==> config.mk <==
export PLATFORM = sky130hd
export DESIGN_NAME = softmax_job_sched
export DESIGN_NICKNAME = d
export VERILOG_FILES = /design/src/rtl/softmax_sched_pkg.sv /design/src/rtl/sched_cmd_fifo.sv /design/src/rtl/softmax_job_sched.sv
export SDC_FILE = /design/constraint.sdc
export NUM_CORES = 1
export LEC_CHECK = 0
export BUFFER_PORTS_ARGS = -buffer_cell sky130_fd_sc_hd__buf_2
export CAP_MARGIN = 20
export CORE_MARGIN = 2
export CORE_UTILIZATION = 40
export DETAILED_ROUTE_END_ITERATION = 6
export GPL_ROUTABILITY_DRIVEN = 0
export SLEW_MARGIN = 20
export SYNTH_ARGS = -nofsm -noshare
export SYNTH_HDL_FRONTEND = slang
export SYNTH_SLANG_ARGS = --single-unit
==> constraint.sdc <==
create_clock -name clk -period 2.4 [get_ports clk]
set_input_delay 0.12 -clock clk [delete_from_list [all_inputs] [get_ports clk]]
set_output_delay 0.12 -clock clk [all_outputs]
set_load 0.01 [all_outputs]
==> src/rtl/softmax_sched_pkg.sv <==
// softmax_sched_pkg: shared constants for the softmax job sequencer.
// Holds the FSM state encodings and the completion error codes
// returned on cpl_err.
package softmax_sched_pkg;

  // Sequencer FSM states
  localparam logic [2:0] ST_IDLE  = 3'd0;
  localparam logic [2:0] ST_INIT  = 3'd1;
  localparam logic [2:0] ST_START = 3'd2;
  localparam logic [2:0] ST_RUN   = 3'd3;
  localparam logic [2:0] ST_DRAIN = 3'd4;
  localparam logic [2:0] ST_CPL   = 3'd5;

  // Completion error codes
  localparam logic [1:0] ERR_OK      = 2'd0;
  localparam logic [1:0] ERR_RANGE   = 2'd1;
  localparam logic [1:0] ERR_TIMEOUT = 2'd2;

endpackage

==> src/rtl/sched_cmd_fifo.sv <==
// sched_cmd_fifo: synchronous command FIFO, DEPTH entries of W bits.
// Ports: push/push_data write, pop/pop_data read (head always visible, no
// bypass), full/empty derived from a registered occupancy count.
module sched_cmd_fifo #(
  parameter int W     = 20,
  parameter int DEPTH = 4
) (
  input  logic         clk,
  input  logic         reset,
  input  logic         push,
  input  logic [W-1:0] push_data,
  input  logic         pop,
  output logic [W-1:0] pop_data,
  output logic         full,
  output logic         empty
);

  localparam int AW = (DEPTH > 1) ? $clog2(DEPTH) : 1;
  localparam int CW = $clog2(DEPTH + 1);

  logic [W-1:0]  mem [DEPTH];
  logic [AW-1:0] wr_ptr;
  logic [AW-1:0] rd_ptr;
  logic [CW-1:0] count;
  logic          do_push;
  logic          do_pop;

  assign full     = (count == CW'(DEPTH));
  assign empty    = (count == '0);
  assign do_push  = push & ~full;
  assign do_pop   = pop & ~empty;
  assign pop_data = mem[rd_ptr];

  // Storage carries no reset; only the pointers and count define validity.
  always_ff @(posedge clk) begin
    if (do_push) begin
      mem[wr_ptr] <= push_data;
    end
  end

  // DEPTH is a power of two, so the pointers wrap naturally.
  always_ff @(posedge clk) begin
    if (reset) begin
      wr_ptr <= '0;
      rd_ptr <= '0;
      count  <= '0;
    end else begin
      if (do_push) wr_ptr <= wr_ptr + 1'b1;
      if (do_pop)  rd_ptr <= rd_ptr + 1'b1;
      case ({do_push, do_pop})
        2'b10:   count <= count + CW'(1);
        2'b01:   count <= count - CW'(1);
        default: count <= count;
      endcase
    end
  end

endmodule

==> src/rtl/softmax_job_sched.sv <==
// softmax_job_sched: queues softmax job descriptors and launches them one at
// a time on a single softmax core, with a per-job watchdog.
// Ports: cmd_* descriptor input (valid/ready), core_* control/address to the
// core, cpl_* tagged completion output (valid/ready), busy and jobs_ok status.
module softmax_job_sched
  import softmax_sched_pkg::*;
#(
  parameter int ADDRSIZE = 8,
  parameter int TAGW     = 4,
  parameter int QDEPTH   = 4,
  parameter int TIMEOUT  = 4096
) (
  input  logic                clk,
  input  logic                reset,
  input  logic                cmd_valid,
  output logic                cmd_ready,
  input  logic [ADDRSIZE-1:0] cmd_start_addr,
  input  logic [ADDRSIZE-1:0] cmd_end_addr,
  input  logic [TAGW-1:0]     cmd_tag,
  output logic                core_init,
  output logic                core_start,
  output logic                core_reset,
  output logic [ADDRSIZE-1:0] core_start_addr,
  output logic [ADDRSIZE-1:0] core_end_addr,
  input  logic                core_done,
  output logic                cpl_valid,
  input  logic                cpl_ready,
  output logic [TAGW-1:0]     cpl_tag,
  output logic [1:0]          cpl_err,
  output logic                busy,
  output logic [15:0]         jobs_ok
);

  localparam int DW  = 2 * ADDRSIZE + TAGW;
  localparam int WDW = $clog2(TIMEOUT + 1);

  logic [2:0]          state;
  logic                fifo_full;
  logic                fifo_empty;
  logic                fifo_push;
  logic                fifo_pop;
  logic [DW-1:0]       head;
  logic [ADDRSIZE-1:0] head_start;
  logic [ADDRSIZE-1:0] head_end;
  logic [TAGW-1:0]     head_tag;
  logic                done_q;
  logic                done_rise;
  logic [WDW-1:0]      wdog;
  logic                wdog_exp;
  logic                core_reset_q;

  // cmd_ready follows the registered count only, so a pop in this cycle
  // does not open a slot until the next one.
  assign cmd_ready = ~fifo_full;
  assign fifo_push = cmd_valid & cmd_ready;
  assign fifo_pop  = (state == ST_IDLE) & ~fifo_empty;

  sched_cmd_fifo #(
    .W     (DW),
    .DEPTH (QDEPTH)
  ) u_fifo (
    .clk       (clk),
    .reset     (reset),
    .push      (fifo_push),
    .push_data ({cmd_start_addr, cmd_end_addr, cmd_tag}),
    .pop       (fifo_pop),
    .pop_data  (head),
    .full      (fifo_full),
    .empty     (fifo_empty)
  );

  assign {head_start, head_end, head_tag} = head;

  // The core's done is a level that may linger; only its rising edge ends RUN.
  assign done_rise = core_done & ~done_q;
  assign wdog_exp  = (wdog == WDW'(TIMEOUT - 1));

  assign core_init  = (state == ST_INIT);
  assign core_start = (state == ST_START);
  assign cpl_valid  = (state == ST_CPL);
  assign busy       = (state != ST_IDLE) | ~fifo_empty;
  // Reset reaches the core immediately; a watchdog abort adds a one-cycle pulse.
  assign core_reset = reset | core_reset_q;

  always_ff @(posedge clk) begin
    if (reset) begin
      state           <= ST_IDLE;
      core_start_addr <= '0;
      core_end_addr   <= '0;
      cpl_tag         <= '0;
      cpl_err         <= ERR_OK;
      jobs_ok         <= '0;
      done_q          <= 1'b0;
      wdog            <= '0;
      core_reset_q    <= 1'b1;
    end else begin
      done_q       <= core_done;
      core_reset_q <= 1'b0;
      case (state)
        ST_IDLE: begin
          if (!fifo_empty) begin
            core_start_addr <= head_start;
            core_end_addr   <= head_end;
            cpl_tag         <= head_tag;
            // Empty or inverted ranges never reach the core.
            if (head_start >= head_end) begin
              cpl_err <= ERR_RANGE;
              state   <= ST_CPL;
            end else begin
              cpl_err <= ERR_OK;
              state   <= ST_INIT;
            end
          end
        end
        ST_INIT: begin
          state <= ST_START;
        end
        ST_START: begin
          wdog  <= '0;
          state <= ST_RUN;
        end
        ST_RUN: begin
          if (done_rise) begin
            state <= ST_DRAIN;
          end else if (wdog_exp) begin
            core_reset_q <= 1'b1;
            cpl_err      <= ERR_TIMEOUT;
            state        <= ST_CPL;
          end else begin
            wdog <= wdog + 1'b1;
          end
        end
        ST_DRAIN: begin
          // Wait for done to drop so the next job sees a clean edge.
          if (!core_done) state <= ST_CPL;
        end
        ST_CPL: begin
          if (cpl_ready) begin
            if (cpl_err == ERR_OK) jobs_ok <= jobs_ok + 16'd1;
            state <= ST_IDLE;
          end
        end
        default: begin
          state <= ST_IDLE;
        end
      endcase
    end
  end

endmodule

==> metrics.txt <==
status finished, final reports clean; via count ~3900; final-layout fill cell count about 1300; # setup viols final 0; initial core utilization ~41%; Net Count, Synth ~510; P per Cell Area ~1100 nW/µm²; critical path arrival roughly 2.7 ns; minimum clock period 2.30 ns; HPWL after DPL 8.00 mm; Pre-Repair DR Iteration Count 4; reported max-cap violation count 0; FF/Latch Area about 3700 µm²; area of the core about 14000 µm²; DR vias/cell 5.02; CTS Root Buffer Type clkbuf_16; die area 15800 µm²; CP max FO 5; Final Total Pwr a little under 8000 µW; fin nets between 600 and 700; commonest cells after routing, fill and taps aside 80 x edfxtp_1, 68 x buf_2, 64 x nand2_1, 64 x dfxtp_1, 38 x nor2_1; Post-synth EDFFs 80; layout cell share with drive strength beyond 1 between 20% and 30%; Pins Over Slew Limit 0; Area Overhead vs Synth 23.7%; final wirelength roughly 12 mm; Cells after Synth about 470; largest net degree at the start of global routing 31; final period utilization between 90 and 100%; Cell variety after synth 46; htree depth 4; clk buf depth 2; gr usage total about 16%; peak supply drop 0.602 mV; clock slew at reported path FFs roughly 0.060 ns; Lkg Pwr about 0.0028 µW; initial antenna violation count 0; design area 7320 µm²; Top delay family on crit path compound AO/OA/AOI/OAI gates; Max transition margin about three fifths; first-pass GRT wire length 19.4 mm; # port buffers between 60 and 70; Multi-input gate area 2020 µm²; grt total ovfl 0; yosys warns 0; register area share after synthesis a little over three fifths; DRC marker count from the first detailed-route iteration about 210; crit path capture type flop; WS Path Type flop to flop; clock tree from TritonCTS built; Sink Count about 150; critical path's largest stage delay just over 0.5 ns; Setup Skew roughly 0.0078 ns; worst reg2reg setup slack approximately 0.10 ns; Detail Route Antenna Nets 0; final hold vios 0; final cell count without fillers around 770; unrepaired setup endpoints after global routing false; ys flop type edfxtp_1; setup TNS 0 ns; FF+latch count, synth between 100 and 150; Post-Syn Area between 5000 and 6000 µm²; average cell area after synthesis approximately 13 µm²; dpl cells 718; DR WL/cell roughly 15 µm; most common cell after layout, fill and taps aside edfxtp_1; Startpoint Class flop; Diodes inserted 0; Ports slightly below 70; worst skew pair latency 0.42 ns; Die Y-Extent 126 µm; die width ~130 µm; CTS Buf Count 17; vias in the first global route 3805; Required @ worst endpoint 2.75 ns; drt drc 0; Tightest Pin Transition 0.607 ns; Placement Cell Area about 6500 µm²; CP max-delay cell mux4_2; Rows 44; HP Class input pin to flop; WP buf/inv 2; upper clock frequency limit 0.435 GHz; post-synthesis async set-or-reset flop share 0%; Final Util between 50% and 60%; crit-path cells buf_6 > buf_12 > mux4_2 > ha_1 > nand2b_1 > a31oi_1 > o311a_1 > o22a_1 > nor2_1
## state kept, by name (all words and copies together), names as in the netlist, named ones only
signal	cells
u_fifo.rd_ptr	2
u_fifo.count	3
cpl_err	2
jobs_ok	16
wdog	13
done_q	1
u_fifo.wr_ptr	2
state	3
core_reset_q	1
core_start_addr	8
cpl_tag	4
core_end_addr	8
u_fifo.mem	80
## metal layers
layer / wire, µm / vias to the layer above / GRT usage, %
li1: - / 1899 / -
met1: 5360 / 1882 / 19.9
met2: 5960 / 76 / 26.4
met3: 509 / 10 / 4.97
met4: 95 / 0 / 5.10
met5: 0 / - / 0
## area by class of cell
cell class / count / share of cell area (%)
Inverter: 21 / 1.08
Clock inverter: 10 / 1.03
Clock buffer: 22 / 6.65
Timing Repair Buffer: 106 / 9.88
Tap cell: 184 / 3.15
Sequential cell: 145 / 50.6
Multi-Input combinational cell: 283 / 27.6
## cells by family (layout without fill, tap and decap cells)
kind of cell,Yosys count,after routing,synth area share (%)
simple gates,169,169,13.9
compound gates,51,51,4.80
mux,20,20,7.61
xor+xnor,27,27,4.00
buf+inv,40,159,3.64
flops,145,145,62.6
fa+ha+maj,16,16,3.51
## cells in the mapped netlist, drive strengths merged, types with 2 or more instances
cell type  number  area, µm²
xor2           10       87.6
inv            21       78.8
nor4            7       43.8
a21oi          33        165
nand4           8       50.1
nand3b          3       35.0
or3             4       25.0
ha             15        188
nor2b           3       18.8
xnor2          17        149
o21ai           9       45.0
buf             4       18.8
and3            7       43.8
dfxtp          65       1300
nand2          64        240
nor2           38        143
clkbuf         14       85.1
or2             3       18.8
mux4           20        450
nand2b          5       31.3
edfxtp         80       2400
a21o            2       15.0
nor3b           2       15.0
nor3           10       55.1
nand3           8       40.0
## metrics by stage
step	hold slack, ns	setup WS [ns]
3_3_place_gp	0.327	0.0917
5_1_grt	0.140	0.0127
3_5_place_dp	0.337	0.0417
2_1_floorplan	0.219	0.00558
6_report	0.133	0.0998
4_1_cts	0.124	0.0167
## final timing paths
| path | end | start | cells past startpoint |
|---|---|---|---|
| setup / recovery | cpl_err[0] | flop | 9 |
| hold / removal | done_q | reset | 2 |
| setup reg to reg | cpl_err[0] | flop | 9 |
| hold reg to reg | core_start_addr[1] | core_start_addr[1] | 2 |
## report_power, final
group	switching (µW)	internal, µW	leakage, µW
clock network	993	1450	0.000264
logic	1180	891	0.00123
registers	177	3020	0.00126
total	2350	5360	0.00276
## repair_timing
action                                  4_1_cts  5_1_grt
buffers inserted                              0        0
hold endpoints to repair                     81        0
endpoints found under the setup margin        0        3
hold buffers                                 21        0
resized for setup                             0        5
No activity file was read; power rests on OpenSTA's default activity.
